### config.mk
export PLATFORM = sky130hd
export DESIGN_NAME = input_buffer
export DESIGN_NICKNAME = d
export VERILOG_FILES = /design/src/rtl/input_buffer.sv
export SDC_FILE = /design/constraint.sdc
export NUM_CORES = 1
export LEC_CHECK = 0
export CAP_MARGIN = 20
export CORE_UTILIZATION = 55
export CTS_BUF_LIST = sky130_fd_sc_hd__clkbuf_4 sky130_fd_sc_hd__clkbuf_8
export DETAILED_ROUTE_END_ITERATION = 10
export DONT_BUFFER_PORTS = 1
export GPL_TIMING_DRIVEN = 1
export HOLD_SLACK_MARGIN = 0.1
export PLACE_DENSITY = 0.7
export SETUP_SLACK_MARGIN = 0.05
export SLEW_MARGIN = 20
export SYNTH_ARGS = -nofsm -noshare
export SYNTH_HDL_FRONTEND = slang
export SYNTH_SLANG_ARGS = --single-unit
export TNS_END_PERCENT = 10
### constraint.sdc
create_clock -name aclk -period 5.1 [get_ports aclk]
set_input_delay 0.255 -clock aclk [delete_from_list [all_inputs] [get_ports aclk]]
set_output_delay 0.255 -clock aclk [all_outputs]
set_load 0.02 [all_outputs]
### src/rtl/input_buffer.sv
// Two-entry AXI4-Stream skid buffer. The ready, valid and data outputs all come
// from flops, so neither side of the handshake has a combinational path through it.
module input_buffer #(
    parameter int DATA_WIDTH = 32
) (
    input  logic                  aclk,
    input  logic                  aresetn,
    input  logic [DATA_WIDTH-1:0] in_data,
    input  logic                  in_valid,
    output logic                  in_ready,
    output logic [DATA_WIDTH-1:0] out_data,
    output logic                  out_valid,
    input  logic                  out_ready,
    output logic [1:0]            level
);

    typedef enum logic [1:0] {
        EMPTY = 2'd0,
        BUSY  = 2'd1,
        FULL  = 2'd2
    } state_t;

    state_t                  state;
    logic                    in_ready_q;
    logic                    out_valid_q;
    logic [DATA_WIDTH-1:0]   main_data;
    logic [DATA_WIDTH-1:0]   skid_data;

    logic in_xfer;
    logic out_xfer;
    logic load_main;
    logic load_skid;

    assign in_xfer  = in_valid & in_ready_q;
    assign out_xfer = out_valid_q & out_ready;

    // Main loads on first fill, on a simultaneous in/out transfer, or when FULL drains.
    assign load_main = ((state == EMPTY) & in_xfer)
                     | ((state == BUSY) & in_xfer & out_xfer)
                     | ((state == FULL) & out_ready);
    assign load_skid = (state == BUSY) & in_xfer & ~out_xfer;

    always_ff @(posedge aclk or negedge aresetn) begin
        if (!aresetn) begin
            state       <= EMPTY;
            in_ready_q  <= 1'b0;
            out_valid_q <= 1'b0;
        end else begin
            case (state)
                EMPTY: begin
                    // in_ready first rises here, one edge after reset release.
                    in_ready_q <= 1'b1;
                    if (in_xfer) begin
                        state       <= BUSY;
                        out_valid_q <= 1'b1;
                    end
                end
                BUSY: begin
                    if (in_xfer && !out_xfer) begin
                        state      <= FULL;
                        in_ready_q <= 1'b0;
                    end else if (!in_xfer && out_xfer) begin
                        state       <= EMPTY;
                        out_valid_q <= 1'b0;
                    end
                end
                FULL: begin
                    if (out_ready) begin
                        state      <= BUSY;
                        in_ready_q <= 1'b1;
                    end
                end
                default: begin
                    state       <= EMPTY;
                    in_ready_q  <= 1'b1;
                    out_valid_q <= 1'b0;
                end
            endcase
        end
    end

    // Data registers carry no reset; out_data is meaningless while out_valid is low.
    always_ff @(posedge aclk) begin
        if (load_main) begin
            main_data <= (state == FULL) ? skid_data : in_data;
        end
        if (load_skid) begin
            skid_data <= in_data;
        end
    end

    assign in_ready  = in_ready_q;
    assign out_valid = out_valid_q;
    assign out_data  = main_data;
    assign level     = state;

endmodule

==> flow_summary.ini, run 1 <==
[drt]
avgRoutedWirePerCell_um = 18.75
remaining_drc_errors = 0
drtPass1Iterations = 6
post_drt_via_cell_ratio = 5.205
wl_mm = 4.482
antenna_left = 0
via_count = 1244
drtIter0Drc = 82

[floorplan]
num_io_pins = 72
die_y_um = 71.92
rows = 25
start_util_pct = 56.93
die_area_um2 = 5172
fp.coreArea_um2 = 4723
die_w_um = 71.92

[sta]
rsz0062_at_grt = no
max_freq_ghz = 0.3706
hold_viol = 0
skew_ns = 0.01022
fin_ws_ns = 2.402
worstMarginPinSlew_ns = 0.6416
period_minus_slack_ns = 2.698
slew_headroom_pct = 57.14
fin_setup_tns_ns = 0
setup_violations = 0
slew_violations = 0
fin_crit_sh_pct = 52.90

[cells_and_area]
nets = 203
instances_no_fill = 239
diodes = 0
stdcell_area_um2 = 3318
drive_gt1_share_pct = 31.40
num-fill-cells = 304
area_growth_pct = 23.41

[clocking]
cts_resized = 0
path_clk_slew_ns = 0.07
cts_hold_buffers = 34
htreeDepth = 3
cts_sinks = 68
numCtsBuffers = 9
cts_max_path_buffers = 2
root_buffer = clkbuf_8
clk-insertion-delay-late_ns = 0.34
cts_setup_buffers = 0
cts_tree = done

[hold_path]
holdPathStages = 2
hp-start = out_ready
hp-class = input pin to register
min_to = level[1]

[critical_path]
worstSetupEndpointType = register
cp.arrival_ns = 2.69
cp.required_ns = 5.09
slowest_delay_ns = 0.65
crit_buf_inv = 2
crit_path_start_kind = register
r2r_cells = 5
path_cells = nor2b_4, buf_4, nand2_1, o31ai_4, buf_4
r2r_setup_slack_ns = 2.40
worst_path_most_repeated_cell = buf_4
reg2reg_from = level[1]
cp_max_fo = 32
reg2reg_to = out_data[24]
path_delay_family = buffers and inverters
slowest_stage = nor2b_4
path_class = register to register

[global_routing]
grt_max_degree = 34
grt_first_pass_wirelength_mm = 6.734
grt-ovfl-total = 0
grt_antenna_before_repair = 0
grt_pass1_vias = 1307
track_usage_pct = 18.91

[placed_design]
dp_cells = 189
dp_hpwl_mm = 2.542
place_area_um2 = 2738
port_buffers = 0
place_congestion = 0.7477
place_ws_ns = 2.386

[status]
status = finished clean

[synthesis]
yosysUniqueCellTypes = 21
syn-num-nets = 159
synth_edf_count = 64
synthFlopType = edfxtp_1
synth_area_um2 = 2689
post-synth-top-area-cell = edfxtp_1
ys.warnings.count = 0
avgSynthCellArea_um2 = 21.86
synth_most_common_cell = edfxtp_1
yosysSeqAreaShare_pct = 75.20
synth_area_leaders = edfxtp_1 (71%), mux2_4 (16%), dfrtp_1 (3.7%)
synthTopCellsByCount = edfxtp_1 (64), mux2_4 (29), dfrtp_1 (4)
synth-seq-cells = 68
synth-async-reset-ratio_pct = 5.882
synthDominantCellAreaShare_pct = 71.48
netlist_instances = 123

[run]
drv_cap = 0

[pwr]
vdd_drop_max_mv = 0.4394
p_per_area_nw_per_um2 = 546.6
leakage_nw = 1.192
## sequential cells by signal, indices dropped and copies added, names as in the netlist
register and cells:
skid_data 32, in_ready 1, out_valid 1, out_data 32, level 2
## per-stage QoR
step / utilization [%] / hold slack [ns] / power [mW]
2_1_floorplan: - / -0.04059 / 1.245
3_3_place_gp: 57.96 / -0.04047 / 1.270
3_5_place_dp: 57.96 / -0.04050 / 1.292
4_1_cts: 70.25 / 0.1153 / 1.825
5_1_grt: 70.25 / 0.1162 / 1.879
6_report: 70.25 / 0.1289 / 1.814
## worst max path at each step
| stage | start | end | cells after the start |
|---|---|---|---|
| 6_report | level[1] | out_data[24] | 5 |
| 5_1_grt | level[1] | out_data[3] | 5 |
| 4_1_cts | level[1] | out_data[15] | 5 |
| 3_5_place_dp | level[1] | out_data[6] | 5 |
| 3_3_place_gp | level[1] | out_data[10] | 5 |
| 2_1_floorplan | level[0] | out_data[0] | 2 |
## cell usage in the layout (no fill, tap or decap), drive strengths merged
cell	n
clkbuf	13
a21oi	1
buf	3
o21ai	2
nand2b	2
xor2	1
and3b	1
edfxtp	64
dlygate4sd3	34
nand2	2
bufinv	2
inv	2
a21boi	1
a31oi	1
o31ai	1
clkinvlp	1
a211o	1
and2	1
mux2	32
or3b	1
dfrtp	4
nor2b	1
nor2	1
## kinds of logic after synthesis
kind of cell           Yosys count  share of synthesized area, %
flip-flops                      68                         75.20
multiplexers                    32                         17.45
AND/OR/NAND/NOR                  9                         2.280
AO/OA/AOI/OAI                    7                         1.815
buffers and inverters            6                         2.932
XOR/XNOR                         1                        0.3258
## area by class of cell
type	instances	area (um^2)	share of cell area [%]
flip-flops and latches	68	2022	60.94
multi-input cells	49	601.8	18.14
repair buffers	37	362.8	10.94
clock buffers	13	172.7	5.204
well taps	67	83.83	2.526
clock inverters	3	67.56	2.036
inverters	2	7.507	0.2262
## power by group
group / total [mW] / internal (mW) / leakage [nW] / switching (mW)
sequential: 0.993 / 0.809 / 0.641 / 0.185
combinational: 0.305 / 0.147 / 0.432 / 0.158
clock: 0.515 / 0.321 / 0.119 / 0.194
## routing by layer
metal  vias up  wire [um]  GRT usage (%)
met4         0         94          10.46
met3        10        242          6.389
met2        49       2425          32.60
li1        568          -              -
met5         -          0              0
met1       617       1719          20.56
(Power assumes the default switching activity.)
==> run 2, diff against run 1 <==
==> constraint.sdc (replaced) <==
create_clock -name aclk -period 2.6 [get_ports aclk]
set_input_delay 0.13 -clock aclk [delete_from_list [all_inputs] [get_ports aclk]]
set_output_delay 0.13 -clock aclk [all_outputs]
set_load 0.02 [all_outputs]
==> run 2 against run 1 <==
Effect of this change:
- critical path depth down 1
- via count up 2.3%
- sequential share of layout area down 0.34 points
- utilization up 0.40 points
==> flow_summary.ini, run 2 (synthesized netlist as in run 1, its figures left out) <==
[critical_path]
cp_max_fo = 9
crit_start = level[1]
slowest_delay_ns = 0.63
path_delay_family = flip-flops
cp.arrival_ns = 2.19
crit_buf_inv = 1
worstSetupEndpointType = register
reg2reg_from = level[1]
path_cells = or3b_1, a21oi_1, a31oi_1, dlygate4sd3_1
path_class = register to register
crit_path_start_kind = register
cp.required_ns = 2.81
slowest_stage = dfrtp_1

[sta]
worstMarginPinSlew_ns = 0.4663
period_minus_slack_ns = 1.980
whs_ns = 0.1671
rsz0062_at_grt = no
slew_headroom_pct = 68.91
fin_crit_sh_pct = 76.14
slew_violations = 0
setup_violations = 0
skew_ns = 0.004218
hold_viol = 0
fin_ws_ns = 0.6203
fin_setup_tns_ns = 0
max_freq_ghz = 0.5051

[floorplan]
die_area_um2 = 5172
num_io_pins = 72
die_y_um = 71.92
die_w_um = 71.92
rows = 25
fp.coreArea_um2 = 4723
start_util_pct = 56.93

[clocking]
numCtsBuffers = 9
cts_tree = done
cts_max_path_buffers = 2
cts_resized = 0
clk-insertion-delay-late_ns = 0.32
cts_hold_buffers = 37
htreeDepth = 3
path_clk_slew_ns = 0.06
root_buffer = clkbuf_8
cts_sinks = 68
cts_setup_buffers = 0

[drt]
antenna_left = 0
wl_mm = 4.441
avgRoutedWirePerCell_um = 18.20
drtIter0Drc = 42
drtPass1Iterations = 4
post_drt_via_cell_ratio = 5.217
remaining_drc_errors = 0
via_count = 1273

[hold_path]
hp-class = input pin to register
hp-start = in_valid

[cells_and_area]
fin_util_pct = 70.65
stdcell_area_um2 = 3337
layout_common_cells = edfxtp_1 (64), dlygate4sd3_1 (37), mux2_4 (29)
diodes = 0
num-fill-cells = 303
layout.area.seq_um2 = 2022
final_common_cell = edfxtp_1
multiInputGateArea_um2 = 601.8
drive_gt1_share_pct = 30.51
nets = 209
area_growth_pct = 24.10

[pwr]
leakage_nw = 1.198
p_per_area_nw_per_um2 = 1016
vdd_drop_max_mv = 0.7681

[global_routing]
grt-ovfl-total = 0
grt_first_pass_wirelength_mm = 6.865
grt_max_degree = 30
grt_antenna_before_repair = 0
track_usage_pct = 18.69
grt_pass1_vias = 1391

[run]
drv_cap = 0

[placed_design]
place_congestion = 0.6549
port_buffers = 0
dp_hpwl_mm = 2.893
place_area_um2 = 2810
place_ws_ns = 0.7792

[status]
status = finished clean
run 2: cell types whose count changed in the layout (fill, tap and decap cells not counted), sizes merged:
cell         delta
buf             +3
clkbuf          -2
clkinv          +4
clkinvlp        -1
bufinv          -2
dlygate4sd3     +3
run 2: worst min-delay path, delay by kind of cell:
family | cells | cell delay (ns)
AND/OR/NAND/NOR | 2 | 0.24
AO/OA/AOI/OAI | 1 | 0.07
run 2: path summary, 6_finish.rpt:
path,endpoint,slack [ns],cells after the start
worst max-delay path,in_ready,0.62,4
worst min-delay path,out_valid,0.17,3
worst max register to register,in_ready,0.62,4
worst min register to register,out_data[20],0.55,1
max in group asynchronous,level[0],1.84,2
min in group asynchronous,in_ready,0.60,2
run 2: layout make-up:
type	instances	area share, %
multi-input cells	49	18.04
clock inverters	4	0.5249
flip-flops and latches	68	60.59
well taps	67	2.512
inverters	2	0.2250
repair buffers	43	13.95
clock buffers	11	4.162
run 2: power breakdown:
group	internal, mW	total (mW)	switching [mW]	leakage, nW
logic	0.394	0.739	0.345	0.473
clock network	0.352	0.698	0.345	0.0849
registers	1.58	1.95	0.369	0.641
total	2.33	3.39	1.06	1.20
run 2: layer usage:
layer | global-route usage [%] | routed length [um] | vias up
li1 | - | - | 580
met1 | 20.86 | 1672 | 639
met2 | 31.55 | 2475 | 46
met3 | 7.361 | 236 | 8
met4 | 8.932 | 57 | 0
met5 | 0 | 0 | -
run 2: through the flow:
stage               power (mW)  std cells
floorplan                2.447        123
global placement         2.603        192
detailed placement       2.658        192
CTS                      3.416        244
global route             3.531        244
finish                   3.390        244
==> run 3, diff against run 2 <==
--- a/config.mk
+++ b/config.mk
@@ -12,7 +12,7 @@
 export DONT_BUFFER_PORTS = 1
 export GPL_TIMING_DRIVEN = 1
 export HOLD_SLACK_MARGIN = 0.1
-export PLACE_DENSITY = 0.7
+export PLACE_DENSITY = 0.73
 export SETUP_SLACK_MARGIN = 0.05
 export SLEW_MARGIN = 20
 export SYNTH_ARGS = -nofsm -noshare
==> constraint.sdc (replaced) <==
create_clock -name aclk -period 1.7 [get_ports aclk]
set_input_delay 0.085 -clock aclk [delete_from_list [all_inputs] [get_ports aclk]]
set_output_delay 0.085 -clock aclk [all_outputs]
set_load 0.02 [all_outputs]
==> run 3 against run 2 <==
Effect of this change:
- sequential share of layout area is 0.47 points lower
- die area unchanged
- clock power rose by 52%
- cell area grew 0.90%
- register-to-register slack lost 0.49 ns
- combinational power rose by 65%
- wire length fell by 4.0%
- critical path depth down 1
- via count shrank 1.3%
==> flow_summary.ini, run 3 (synthesized netlist as in run 1, its figures left out) <==
[cells_and_area]
area_growth_pct = 25.22
drive_gt1_share_pct = 33.71
num-fill-cells = 310
fin_util_pct = 71.28
layout_common_cells = edfxtp_1 (64), dlygate4sd3_1 (36), mux2_4 (29)
diodes = 0
final_common_cell = edfxtp_1
nets = 211

[critical_path]
worstSetupEndpointType = register
cp_max_fo = 15
cp.required_ns = 1.78
cp.arrival_ns = 1.65
crit_path_start_kind = register
path_class = register to register

[pwr]
p_per_area_nw_per_um2 = 1550
p_total_mw = 5.218
vdd_drop_max_mv = 1.160
leakage_nw = 1.214

[sta]
rsz0062_at_grt = no
setup_violations = 0
period_minus_slack_ns = 1.571
skew_ns = 0.005848
worstMarginPinSlew_ns = 0.3414
fin_setup_tns_ns = 0
slew_violations = 0
hold_viol = 0
max_freq_ghz = 0.6365
slew_headroom_pct = 77.24
fin_crit_sh_pct = 92.41

[global_routing]
grt-ovfl-total = 0
grt_antenna_before_repair = 0
track_usage_pct = 18.26
grt_pass1_vias = 1317
grt_first_pass_wirelength_mm = 6.630
grt_max_degree = 21

[clocking]
path_clk_slew_ns = 0.07
htreeDepth = 3
cts_setup_buffers = 0
cts_max_path_buffers = 2
cts_sinks = 68
cts_tree = done
numCtsBuffers = 9
root_buffer = clkbuf_8
clk-insertion-delay-late_ns = 0.33

[drt]
via_count = 1257
avgRoutedWirePerCell_um = 17.40
antenna_left = 0
drtIter0Drc = 60
wl_mm = 4.263
remaining_drc_errors = 0
drtPass1Iterations = 4
post_drt_via_cell_ratio = 5.131

[floorplan]
fp.coreArea_um2 = 4723
num_io_pins = 72
rows = 25
start_util_pct = 56.93
die_y_um = 71.92
die_w_um = 71.92
die_area_um2 = 5172

[run]
drv_cap = 0

[status]
status = finished clean

[hold_path]
hp-class = input pin to register

[placed_design]
port_buffers = 0
place_congestion = 0.6691
dp_hpwl_mm = 2.723
-- run 3: layout make-up --
| type | count | area, um^2 | area share (%) |
|---|---|---|---|
| Multi-Input combinational cell | 49 | 610.6 | 18.13 |
| Timing Repair Buffer | 45 | 490.5 | 14.57 |
| Tap cell | 67 | 83.83 | 2.490 |
| Clock inverter | 4 | 18.77 | 0.5574 |
| Sequential cell | 68 | 2024 | 60.13 |
| Clock buffer | 10 | 131.4 | 3.902 |
| Inverter | 2 | 7.507 | 0.2230 |
-- run 3: what timing repair did --
item                                   in CTS  in global routing
resized for setup                           0                  0
endpoints found under the hold margin      72                  0
hold buffers                               36                  0
-- run 3: layer usage --
metal,part of all wire (%),global-route usage (%),vias to the layer above,wire length [um]
li1,-,-,581,-
met1,39,21.23,620,1670
met2,54,29.87,50,2302
met3,5.2,6.528,6,223
met4,1.6,9.804,0,67
met5,0,0,-,0
-- run 3: where the power goes --
| group | leakage (nW) | total, mW | internal, mW | switching [mW] |
|---|---|---|---|---|
| Sequential | 0.639 | 2.94 | 2.43 | 0.509 |
| Clock | 0.0826 | 1.06 | 0.516 | 0.545 |
| Combinational | 0.493 | 1.22 | 0.635 | 0.585 |
| Total | 1.21 | 5.22 | 3.58 | 1.64 |
-- run 3: final timing paths --
kind	from	to	slack (ns)	cells past startpoint
setup / recovery	level[0]	out_data[3]	0.13	3
setup reg to reg	level[0]	out_data[3]	0.13	3
hold reg to reg	skid_data[22]	out_data[22]	0.55	1
min in group asynchronous	aresetn	out_valid	0.57	2
hold / removal	in_valid	out_valid	0.17	3
max in group asynchronous	aresetn	level[0]	0.95	2
-- run 3: metrics by stage --
step	hold WS, ns	std cells	instance area, um^2	setup slack [ns]
2_1_floorplan	-0.2106	123	2714	-0.2443
3_3_place_gp	-0.2105	195	2856	0.1624
3_5_place_dp	-0.2105	195	2856	0.1354
4_1_cts	0.1583	245	3367	0.1268
5_1_grt	0.2206	245	3367	0.09198
6_report	0.1722	245	3367	0.1290
-- run 3: critical path, stage by stage, from the launching register on --
cell	delay, ns
dfrtp_2	0.49
nor2b_4	0.18
buf_4	0.31
mux2_4	0.33
